<file path="src/rtl/taho_monitor.sv">
// Tachometer monitor: windowed moving average of per-second pulse counts,
// over/under-speed flags with hysteresis, and optional stall detection.
// Optional feature macro: TAHO_MONITOR_STALL_EN (stall detection; stall tied 0 when undefined).
module taho_monitor #(
    parameter int unsigned AVG_LOG2   = 2,
    parameter int unsigned HYST       = 8,
    parameter int unsigned STALL_SECS = 3
) (
    input  logic        clock,
    input  logic        reset,
    input  logic        sec,
    input  logic [15:0] freq,
    input  logic [15:0] lim_hi,
    input  logic [15:0] lim_lo,
    output logic [15:0] freq_avg,
    output logic        avg_valid,
    output logic        over_speed,
    output logic        under_speed,
    output logic        stall
);

    localparam int unsigned N      = 1 << AVG_LOG2;
    localparam int unsigned SUM_W  = 16 + AVG_LOG2;
    localparam int unsigned FILL_W = AVG_LOG2 + 1;

    localparam logic [AVG_LOG2-1:0] PTR_ONE  = 1;
    localparam logic [FILL_W-1:0]   FILL_ONE = 1;
    localparam logic [FILL_W-1:0]   FILL_MAX = FILL_W'(N);
    localparam logic [16:0]         HYST_17  = 17'(HYST);

    typedef enum logic [2:0] {
        ST_IDLE,
        ST_WAIT,
        ST_LOAD,
        ST_AVG,
        ST_CMP
    } state_t;

    state_t              state;
    logic                sec_d;
    logic                sec_rise;
    logic [1:0]          wait_cnt;
    logic [15:0]         win [N];
    logic [AVG_LOG2-1:0] wr_ptr;
    logic [FILL_W-1:0]   fill;
    logic [SUM_W-1:0]    sum;
    logic                win_full;
    logic [15:0]         evicted;
    logic [16:0]         hi_ext;
    logic [16:0]         lo_plus;
    logic [15:0]         over_clr_thr;
    logic [15:0]         under_clr_thr;

    // Edge detect, window status and hysteresis thresholds (saturating)
    always_comb begin
        sec_rise      = sec & ~sec_d;
        win_full      = (fill == FILL_MAX);
        evicted       = win_full ? win[wr_ptr] : 16'd0;
        hi_ext        = {1'b0, lim_hi};
        lo_plus       = {1'b0, lim_lo} + HYST_17;
        over_clr_thr  = (hi_ext > HYST_17) ? 16'(hi_ext - HYST_17) : 16'd0;
        under_clr_thr = lo_plus[16] ? 16'hFFFF : lo_plus[15:0];
    end

    // Sample sequencer, window/running-sum update and flag evaluation
    always_ff @(posedge clock) begin
        if (reset) begin
            state       <= ST_IDLE;
            // Tracking sec during reset suppresses a false edge when sec is
            // already high at release; it reads 0 whenever sec is low.
            sec_d       <= sec;
            wait_cnt    <= 2'd0;
            wr_ptr      <= '0;
            fill        <= '0;
            sum         <= '0;
            freq_avg    <= 16'd0;
            avg_valid   <= 1'b0;
            over_speed  <= 1'b0;
            under_speed <= 1'b0;
            for (int unsigned i = 0; i < N; i++) begin
                win[i] <= 16'd0;
            end
        end else begin
            sec_d     <= sec;
            avg_valid <= 1'b0;
            case (state)
                ST_IDLE: begin
                    if (sec_rise) begin
                        wait_cnt <= 2'd0;
                        state    <= ST_WAIT;
                    end
                end
                ST_WAIT: begin
                    if (wait_cnt == 2'd2) begin
                        state <= ST_LOAD;
                    end else begin
                        wait_cnt <= wait_cnt + 2'd1;
                    end
                end
                ST_LOAD: begin
                    win[wr_ptr] <= freq;
                    wr_ptr      <= wr_ptr + PTR_ONE;
                    sum         <= sum + SUM_W'(freq) - SUM_W'(evicted);
                    if (!win_full) begin
                        fill <= fill + FILL_ONE;
                    end
                    state <= ST_AVG;
                end
                ST_AVG: begin
                    if (win_full) begin
                        freq_avg <= 16'(sum >> AVG_LOG2);
                    end
                    state <= ST_CMP;
                end
                ST_CMP: begin
                    if (win_full) begin
                        avg_valid <= 1'b1;
                        if (freq_avg > lim_hi) begin
                            over_speed <= 1'b1;
                        end else if (freq_avg < over_clr_thr) begin
                            over_speed <= 1'b0;
                        end
                        if (freq_avg < lim_lo) begin
                            under_speed <= 1'b1;
                        end else if (freq_avg > under_clr_thr) begin
                            under_speed <= 1'b0;
                        end
                    end
                    state <= ST_IDLE;
                end
                default: state <= ST_IDLE;
            endcase
        end
    end

`ifdef TAHO_MONITOR_STALL_EN
    logic [3:0] zero_cnt;
    logic [4:0] zero_next;

    // Next zero-run length, saturating at the counter maximum
    always_comb begin
        zero_next = (zero_cnt == 4'hF) ? 5'd15 : 5'(zero_cnt) + 5'd1;
    end

    // Consecutive-zero counting on the raw captured sample
    always_ff @(posedge clock) begin
        if (reset) begin
            zero_cnt <= 4'd0;
            stall    <= 1'b0;
        end else if (state == ST_LOAD) begin
            if (freq == 16'd0) begin
                zero_cnt <= zero_next[3:0];
                stall    <= (zero_next >= 5'(STALL_SECS));
            end else begin
                zero_cnt <= 4'd0;
                stall    <= 1'b0;
            end
        end
    end
`else
    assign stall = 1'b0;
`endif

endmodule
</file>
<file path="config.mk">
export PLATFORM = sky130hd
export DESIGN_NAME = taho_monitor
export DESIGN_NICKNAME = d
export VERILOG_FILES = /design/src/rtl/taho_monitor.sv
export SDC_FILE = /design/constraint.sdc
export NUM_CORES = 1
export LEC_CHECK = 0
export ABC_AREA = 1
export BUFFER_PORTS_ARGS = -buffer_cell sky130_fd_sc_hd__buf_2
export CORE_ASPECT_RATIO = 0.9
export CORE_UTILIZATION = 54
export CTS_CLUSTER_DIAMETER = 50
export CTS_CLUSTER_SIZE = 28
export DETAILED_ROUTE_END_ITERATION = 16
export GPL_ROUTABILITY_DRIVEN = 0
export GPL_TIMING_DRIVEN = 0
export PLACE_DENSITY_LB_ADDON = 0.05
export SLEW_MARGIN = 5
export SYNTH_ARGS = -nofsm -noshare
export SYNTH_HDL_FRONTEND = slang
export SYNTH_SLANG_ARGS = --single-unit
</file>
<file path="constraint.sdc">
create_clock -name clock -period 5.4 [get_ports clock]
set_clock_uncertainty 0.15 [all_clocks]
set_input_delay 0.81 -clock clock [delete_from_list [all_inputs] [get_ports clock]]
set_output_delay 0.81 -clock clock [all_outputs]
set_load 0.02 [all_outputs]
</file>
==> results of run 1 <==
## logic make-up after synthesis
kind of cell,share of synthesized area (%)
adders and majority gates,17.5
buffers and inverters,9.39
and+or+nand+nor,19.9
DFF,36.9
xor gates and xnor gates,2.10
other,0.0473
AOI/OAI and AO/OA,14.2
## cells in the final DEF (no fill, tap or decap), drive strengths merged, types with 3 or more instances in the layout
cell,count
fa,16
a211oi,3
buf,78
clkinv,7
o31ai,3
dfxtp,50
bufinv,4
o211ai,3
clkbuf,40
o21bai,7
nand2,114
o22ai,11
xor2,13
clkinvlp,3
a21boi,3
a21oi,90
xnor2,6
nand4,7
nand3,48
a21o,5
nor2,180
o21ai,81
ha,85
edfxtp,64
nor4,3
nor3,20
inv,161
## state kept, by name, summed over array words and instances (netlist names), named ones only
register	flops
sum	18
avg_valid	1
over_speed	1
fill	3
sec_d	1
freq_avg	16
win	64
wait_cnt	2
under_speed	1
state	3
wr_ptr	2
## worst min-delay path: stages, from the launching register on
cell and delay [ns]:
dfxtp_1 0.31, nand2_1 0.06, nand2_1 0.04
## per-layer routing
| layer | wire (um) | vias to the layer above |
|---|---|---|
| met5 | 0 | - |
| met4 | 167 | 0 |
| met3 | 1230 | 15 |
| met2 | 8480 | 201 |
| met1 | 10100 | 3215 |
| li1 | - | 3528 |
## stage by stage
stage / cell area, um2 / utilization, % / setup WS [ns]
final: 9150 / 64.6 / 1.14
after global routing: 9150 / 64.6 / 0.870
after CTS: 9150 / 64.6 / 1.25
after detailed placement: 8540 / 60.3 / 1.30
after global placement: 8510 / 60.1 / 1.31
after floorplan: 7930 / - / 2.06
## final cells by class
class	count	area (um2)	share of cell area (%)
buffer	28	133	1.45
clock buffer	20	437	4.77
clock inverter	12	164	1.79
inverter	163	612	6.69
multi-input combinational	705	4280	46.8
sequential	114	2920	32.0
tap	193	241	2.64
timing repair buffer	70	360	3.94
## how the worst min path moves through the flow
stage,startpoint,end,cells after the start
6_report,sum[10],sum[10],2
3_3_place_gp,sum[10],sum[10],2
4_1_cts,sum[10],sum[10],2
2_1_floorplan,sum[10],sum[10],2
5_1_grt,sum[10],sum[10],2
3_5_place_dp,sum[10],sum[10],2
## report_power, final
part | internal, uW | switching, uW
clock network | 764 | 394
logic | 125 | 224
registers | 945 | 8.41
==> impl_results.md, run 1 <==
- Status: finished clean
- Final min period: 4.26 ns
- Vias per inst: 5.33
- Fin. max-slew vios: 0
- Initial DRC count: 645
- Largest net degree at the start of global routing: 17
- Final cell count without fillers: 1305
- EDFF count, synth: 64
- CTS tree: done
- Post-route setup TNS: 0 ns
- Mean post-synth cell area: 7.85 um2
- Met1 Resource Use GR: 41.4%
- Resized Gates After CTS: 0
- Clk root buf: clkbuf_16
- Number of I/O port buffers: 69
- GRT Max-Usage Layer: met2
- Slew Limit Headroom: 35.5%
- Final Hold Fails: 0
- Initial core utilization: 56.0%
- Die area: 0.0152 mm2
- R2r setup slk: 1.14 ns
- Most common cell in the netlist: nor2_1
- Floorplan row count: 41
- Worst skew pair latency: 0.42 ns
- DR WL/cell: 15.3 um
- CP Class: reg -> reg
- Mapped Nets: 1162
- Worst reg-to-reg path cell count: 15
- CP cell instances: inv_1 > ha_1 > nand2_1 > clkbuf_1 > clkbuf_1 > a21oi_1 > fa_1 > inv_1 > ha_1 > a21oi_1 > a21boi_0 > o21ai_1 > a21boi_0 > xor2_1 > o21bai_1
- GRT met2 Usage: 42.3%
- Sequential fraction of the synthesis area: 36.9%
- Buf/Inv on CP: 4
- Post-route DRC violation count: 0
- Worst setup path endpoint: sum[11]
- Slowest CP cell: fa_1
- Crit end category: flop
- Critical path origin: fill[0]
- Congestion Overflow GR: 0
- Tot GR Track Use: 27.9%
- Fillcell total: 1277
- Worst r2r src: fill[0]
- Startpoint Class: flop
- CP Max Fanout: 10
- RSZ-0062 raised after global routing: no
- Htree depth: 4
- Post-route clock period utilization: 78.9%
- Yosys top cell area share: 24.3%
- Hold-fix buffers, CTS: 0
- Total wire length: 20000 um
- Via count of the routed design: 6959
- Synth area leaders: edfxtp_1 24%, ha_1 13%, dfxtp_1 13%, nor2_1 8.3%, inv_1 7.5%
- Initial antenna violation count: 0
- Num ports: 71
- Synth area leader: edfxtp_1
- Pwr/cell area: 269 mW/mm2
- Fin nets: 1251
- Hold WS: 0.306 ns
- Total power: 2460 uW
- HPWL Detailed: 15300 um
- CP max stage delay: 0.52 ns
- Gate Count Post-Synth: 1010
- Max VDD drop: 0.227 mV
- Final setup fails: 0
- Worst Max-Slew Pin Slew: 0.968 ns
- Crit Reg-Reg Endpoint: sum[11]
- Commonest cells post-synth: 175 x nor2_1, 158 x inv_1, 113 x nand2_1
- Yosys reg bits: 114
- CTS sink count: 114
- FMAX: 235 MHz
- CP delay by family, top: compound AO/OA/AOI/OAI gates
- Clk slew on worst S/H paths: 0.06 ns
- Max-cap violations: 0
- CP Depth: 15
- Die W: 130 um
- Mapped cell area: 0.00793 mm2
- P_leak: 0.00433 uW
- WP data arrival: 4.42 ns
- CTS Buf Count: 17
- Postcts setup bufs: 0
- Height of the die: 117 um
- Ys async rst share: 0%
- First-pass iteration count of the detailed router: 5
- Share of cells above drive strength 1: 10.7%
- Post-synth cell types: 43
- Global-route wire length before repair: 31600 um
- Ant. Diodes: 0
- Core Box Area: 0.0142 mm2
- Synth Flop Type: edfxtp_1
- Met3 Usage GRT: 5.00%
- Area grow syn2layout: 15.4%
- Worst EP required: 5.55 ns
- Clk buf depth: 2
- Class of the worst hold path: reg -> reg
- Detail Route Antenna Nets: 0
- Vias in the first global route: 6248
- YS warnings: 0
- Inst Count DP: 1273
No activity file was read; power rests on OpenSTA's default activity.
==> inputs of run 2 (changes only) <==
--- a/config.mk
+++ b/config.mk
@@ -5,7 +5,7 @@
 export SDC_FILE = /design/constraint.sdc
 export NUM_CORES = 1
 export LEC_CHECK = 0
-export ABC_AREA = 1
+export ABC_AREA = 0
 export BUFFER_PORTS_ARGS = -buffer_cell sky130_fd_sc_hd__buf_2
 export CORE_ASPECT_RATIO = 0.9
 export CORE_UTILIZATION = 54
==> constraint.sdc (replaced) <==
create_clock -name clock -period 4.15 [get_ports clock]
set_clock_uncertainty 0.15 [all_clocks]
set_input_delay 0.6225 -clock clock [delete_from_list [all_inputs] [get_ports clock]]
set_output_delay 0.6225 -clock clock [all_outputs]
set_load 0.02 [all_outputs]
==> run 2 against run 1 <==
  * Critical path depth unchanged
  * Synthesized cell count down 12%
  * Hold slack got worse by 0.14 ns
  * Cell count is 9.1% lower
  * Sequential share of layout area decreased by 0.76 points
  * Total power grew 26%
  * Flip-flop and latch count unchanged
  * Clock-buffer cell count fell by 3
  * Critical path type unchanged
  * Critical endpoint is now sum[15]
==> impl_results.md, run 2 <==
- Crit end category: flop
- Final setup fails: 0
- Max-cap violations: 0
- Ant. Diodes: 0
- Area of the multi-input gates: 0.00458 mm2
- CP Class: reg -> reg
- CP max stage delay: 0.47 ns
- Worst EP required: 4.31 ns
- Die area: 0.0155 mm2
- CP Max Fanout: 10
- Total power: 3100 uW
- Mean post-synth cell area: 9.12 um2
- Initial DRC count: 442
- Internal power: 2340 uW
- GRT Max-Usage Layer: met1
- Top flop regs: win: 64 flops, sum: 18 flops, freq_avg: 16 flops
- Tot GR Track Use: 28.7%
- Synth area leader: edfxtp_1
- Commonest non-fill, non-tap cell in the layout: inv_1
- FMAX: 250 MHz
- Die W: 131 um
- CTS tree: done
- Synth Flop Type: edfxtp_1
- Final Hold Fails: 0
- Startpoint Class: flop
- Worst setup margin: 0.156 ns
- Initial core utilization: 55.1%
- DR WL/cell: 17.2 um
- Core Box Area: 0.0147 mm2
- Met1 Resource Use GR: 43.2%
- Clock Power Share: 50.6%
- Fillcell total: 1255
- Slowest CP cell: fa_1
- Fin. max-slew vios: 0
- Gate Count Post-Synth: 886
- Initial antenna violation count: 0
- Share of cells above drive strength 1: 15.4%
- First-pass iteration count of the detailed router: 4
- Clk root buf: clkbuf_16
- Worst Max-Slew Pin Slew: 0.798 ns
- GRT met2 Usage: 42.3%
- Class of the worst hold path: in -> reg
- CTS Buf Count: 17
- Total wire length: 20400 um
- Most common cell in the netlist: inv_1
- Met3 Usage GRT: 5.23%
- Largest net degree at the start of global routing: 17
- Vias per inst: 5.67
- Num ports: 71
- Yosys reg bits: 114
- CTS sink count: 114
- Ys async rst share: 0%
- Yosys top cell area share: 23.8%
- CP delay by family, top: compound AO/OA/AOI/OAI gates
- Post-route DRC violation count: 0
- Status: finished clean
- EDFF count, synth: 64
- CP cell instances: inv_1 > ha_1 > and2_1 > clkbuf_4 > clkbuf_2 > and2_1 > fa_1 > inv_1 > ha_1 > o21ai_1 > o21bai_1 > a22oi_2 > a21boi_1 > or3_1 > a31o_1
- Commonest cells post-synth: 113 x inv_1, 96 x nor2_1, 85 x ha_1
- FF/Latch Area: 0.00292 mm2
- Max FFs per register: 64
- Clk slew on worst S/H paths: 0.06 ns
- Pre-CTS WS: -0.241 ns
- Global-route wire length before repair: 33300 um
- WP data arrival: 4.16 ns
- Post-route clock period utilization: 96.2%
- Buf/Inv on CP: 4
- Switching Fraction: 24.4%
- Clk buf depth: 2
- Height of the die: 118 um
- Mapped Nets: 1038
- Pwr/cell area: 331 mW/mm2
- Htree depth: 4
- Slew Limit Headroom: 46.7%
- Post-route setup TNS: 0 ns
- Vias in the first global route: 6516
- Worst skew pair latency: 0.42 ns
- Sequential power share: 39.3%
- YS warnings: 0
- Congestion Overflow GR: 0
- Fin util: 63.9%
- Hold-fix buffers, CTS: 0
- Post-synth cell types: 64
- Area grow syn2layout: 15.9%
- RSZ-0062 raised after global routing: no
- Number of I/O port buffers: 69
- Hold WS: 0.169 ns
- Most flops, register: win
- Via count of the routed design: 6721
- Net Switching: 755 uW
- Mapped cell area: 0.00808 mm2
- Floorplan row count: 42
- Final min period: 3.99 ns
- HPWL Detailed: 15400 um
- Most frequent cells in the layout: 113 x inv_1, 96 x nor2_1, 84 x ha_1
- Synth area leaders: edfxtp_1 24%, ha_1 13%, dfxtp_1 12%, inv_1 5.2%, mux4_2 4.5%
- Max VDD drop: 0.281 mV
- Detail Route Antenna Nets: 0
- P_leak: 0.00420 uW
- Combinational power share: 10.1%
- Fin nets: 1127
- Sequential fraction of the synthesis area: 36.2%
-- run 2: cell count changes after synthesis, sizes merged, moves of 17 or more --
cell / before / now
nor2: 180 / 97
nand2: 114 / 56
o21ai: 81 / 28
inv: 161 / 113
a21oi: 90 / 59
and2: 0 / 19
nand3: 48 / 29
nor4: 3 / 22
a21o: 5 / 22
-- run 2: worst register-to-register path, cell delays in order, from the launching register on --
cell and delay, ns:
dfxtp_1 0.35, inv_1 0.07, ha_1 0.22, and2_1 0.22, clkbuf_4 0.22, clkbuf_2 0.21
and2_1 0.18, fa_1 0.47, inv_1 0.04, ha_1 0.36, o21ai_1 0.24, o21bai_1 0.13
a22oi_2 0.35, a21boi_1 0.13, or3_1 0.35, a31o_1 0.20
-- run 2: area by class of cell --
class	instances	area share [%]
multi-input combinational	619	48.9
tap	198	2.64
sequential	114	31.2
timing repair buffer	71	4.01
inverter	113	4.53
clock buffer	17	4.54
buffer	39	1.95
clock inverter	15	2.23
-- run 2: layer usage --
layer  vias to the layer above  routed length (um)
li1                       3308                   -
met1                      3222               10000
met2                       171                9130
met3                        20                1080
met4                         0                 219
met5                         -                   0
-- run 2: repair_timing --
| action | CTS | global route |
|---|---|---|
| gates resized for setup | 5 | 8 |
| buffers inserted | 0 | 0 |
| endpoints found under the setup margin | 5 | 6 |
-- run 2: worst paths after layout --
kind	startpoint	endpoint	slack, ns	cells after the start
worst max-delay path	fill[0]	sum[15]	0.16	15
worst min-delay path	sec	sec_d	0.17	1
worst max register to register	fill[0]	sum[15]	0.16	15
worst min register to register	sum[4]	sum[4]	0.31	2
-- run 2: stage by stage --
stage          cell area, um2  instances
6_report                 9370       1186
5_1_grt                  9370       1186
4_1_cts                  9360       1187
3_5_place_dp             8710       1155
3_3_place_gp             8670       1153
2_1_floorplan            8080        886
-- run 2: power groups by stage --
| stage | registers, uW | logic [uW] | clock network (uW) |
|---|---|---|---|
| floorplan | 1240 | 210 | 0 |
| global placement | 1240 | 300 | 0 |
| detailed placement | 1240 | 307 | 0 |
| CTS | 1220 | 310 | 1580 |
| global route | 1220 | 353 | 1630 |
| finish | 1220 | 312 | 1570 |
-- run 2: logic make-up (layout without fill, tap and decap cells) --
logic type / count (synthesis) / after routing / synth area share [%]
AO/OA/AOI/OAI: 156 / 156 / 12.3
adder cells (fa/ha/maj): 101 / 101 / 17.1
buffers and inverters: 153 / 255 / 7.29
flip-flops: 114 / 114 / 36.2
other: 1 / 1 / 0.0464
AND/OR/NAND/NOR: 315 / 315 / 19.3
XOR/XNOR: 23 / 23 / 2.49
multiplexers: 23 / 23 / 5.34
==> inputs of run 3 (changes only) <==
==> constraint.sdc (replaced) <==
create_clock -name clock -period 4.15 [get_ports clock]
set_clock_uncertainty 0.15 [all_clocks]
set_input_delay 0.2075 -clock clock [delete_from_list [all_inputs] [get_ports clock]]
set_output_delay 0.2075 -clock clock [all_outputs]
set_load 0.02 [all_outputs]
==> run 3 against run 2 <==
  * Worst setup slack improved by 0.019 ns
  * Non-clock buffer count increased by 8
  * Clock-buffer cell count unchanged
  * Register-to-register slack improved by 0.02 ns
==> impl_results.md, run 3 (synthesized netlist as in run 2, its figures left out) <==
- Area grow syn2layout: 16.9%
- Num ports: 71
- Vias per inst: 5.65
- CTS tree: done
- Global-route wire length before repair: 33500 um
- Tot GR Track Use: 28.8%
- CP Max Fanout: 10
- Post-route clock period utilization: 95.8%
- Fin. max-slew vios: 0
- Initial antenna violation count: 0
- Clk buf depth: 2
- Initial core utilization: 55.1%
- Die W: 131 um
- Pre-CTS WS: -0.241 ns
- Via count of the routed design: 6744
- Commonest non-fill, non-tap cell in the layout: inv_1
- CTS sink count: 114
- Class of the worst hold path: in -> reg
- First-pass iteration count of the detailed router: 5
- Worst Max-Slew Pin Slew: 0.793 ns
- Slew Limit Headroom: 47.0%
- Final setup fails: 0
- Initial DRC count: 437
- Post-route setup TNS: 0 ns
- DR WL/cell: 17.3 um
- Vias in the first global route: 6569
- Most flops, register: win
- Core Box Area: 0.0147 mm2
- Ant. Diodes: 0
- Die area: 0.0155 mm2
- RSZ-0062 raised after global routing: no
- Clk root buf: clkbuf_16
- Inst Count DP: 1155
- Max VDD drop: 0.285 mV
- CP Class: reg -> reg
- Pwr/cell area: 329 mW/mm2
- Largest net degree at the start of global routing: 17
- Final min period: 3.97 ns
- Top flop regs: win: 64 flops, sum: 18 flops, freq_avg: 16 flops
- FMAX: 252 MHz
- HPWL Detailed: 15400 um
- Status: finished clean
- Startpoint Class: flop
- Most frequent cells in the layout: 113 x inv_1, 96 x nor2_1, 84 x ha_1
- Floorplan row count: 42
- Htree depth: 4
- CP cell instances: inv_1 > ha_1 > and2_1 > clkbuf_4 > clkbuf_2 > and2_1 > fa_1 > inv_1 > ha_1 > o21ai_1 > o21bai_1 > a22oi_2 > a21boi_1 > or3_1 > a31o_1
- CP max stage delay: 0.47 ns
- Crit end category: flop
- Final cell count without fillers: 1194
- WP data arrival: 4.14 ns
- Share of cells above drive strength 1: 15.3%
- Worst setup margin: 0.175 ns
- Fin util: 64.4%
- Fin nets: 1135
- Congestion Overflow GR: 0
- Detail Route Antenna Nets: 0
- Slowest CP cell: fa_1
- Max FFs per register: 64
- P_leak: 0.00424 uW
- Max-cap violations: 0
- Worst skew pair latency: 0.42 ns
- CTS Buf Count: 17
- Height of the die: 118 um
- Number of I/O port buffers: 69
- Worst EP required: 4.31 ns
- Total wire length: 20600 um
- Final Hold Fails: 0
- Clk slew on worst S/H paths: 0.06 ns
- Post-route DRC violation count: 0
## run 3: cell types whose count changed in the layout (fill, tap and decap cells not counted)
cell,delta
dlygate4sd3_1,+8
## run 3: worst max-delay path: cells and delay by family (launching register included)
kind	cells	cell delay [ns]
AO/OA/AOI/OAI	5	1.02
adder cells (fa/ha/maj)	3	1.05
buffers and inverters	4	0.54
flip-flops	1	0.34
AND/OR/NAND/NOR	3	0.75
## run 3: repair_timing
item,in CTS,in global routing
hold endpoints to repair,9,0
setup buffers,0,0
setup endpoints to repair,5,6
hold buffers,8,0
gates resized for setup,5,8
## run 3: path summary, 6_finish.rpt
kind / cells past startpoint / to / from / slack [ns]
worst max register to register: 15 / sum[15] / fill[0] / 0.18
worst min register to register: 2 / sum[3] / sum[3] / 0.31
worst max-delay path: 15 / sum[15] / fill[0] / 0.18
worst min-delay path: 3 / win[3][8] / freq[8] / 0.03
## run 3: per-stage QoR
step	hold WS (ns)	power, uW	instance area (um2)
2_1_floorplan	0.0852	1450	8080
3_3_place_gp	0.176	1540	8670
3_5_place_dp	0.180	1550	8710
4_1_cts	0.0250	3110	9440
5_1_grt	0.0388	3210	9450
6_report	0.0305	3110	9450
## run 3: metal layers
| metal | routed length (um) | GRT usage (%) | share of wire [%] | vias up |
|---|---|---|---|---|
| met5 | 0 | 0 | 0 | - |
| met4 | 248 | 6.54 | 1.2 | 0 |
| met3 | 1060 | 5.23 | 5.1 | 27 |
| met2 | 9230 | 42.9 | 45 | 166 |
| met1 | 10100 | 43.3 | 49 | 3224 |
| li1 | - | - | - | 3327 |
## run 3: power breakdown
part | total (uW) | internal, uW | switching, uW
Clock | 1570 | 1010 | 562
Combinational | 319 | 128 | 191
Sequential | 1220 | 1210 | 6.21
Total | 3110 | 2350 | 759
## run 3: cell type report
| cell class | count | area, um2 |
|---|---|---|
| fill | 1247 | 5220 |
| multi-input combinational | 619 | 4580 |
| sequential | 114 | 2920 |
| timing repair buffer | 79 | 455 |
| clock buffer | 17 | 425 |
| inverter | 113 | 424 |
| tap | 198 | 248 |
| clock inverter | 15 | 209 |
| buffer | 39 | 183 |
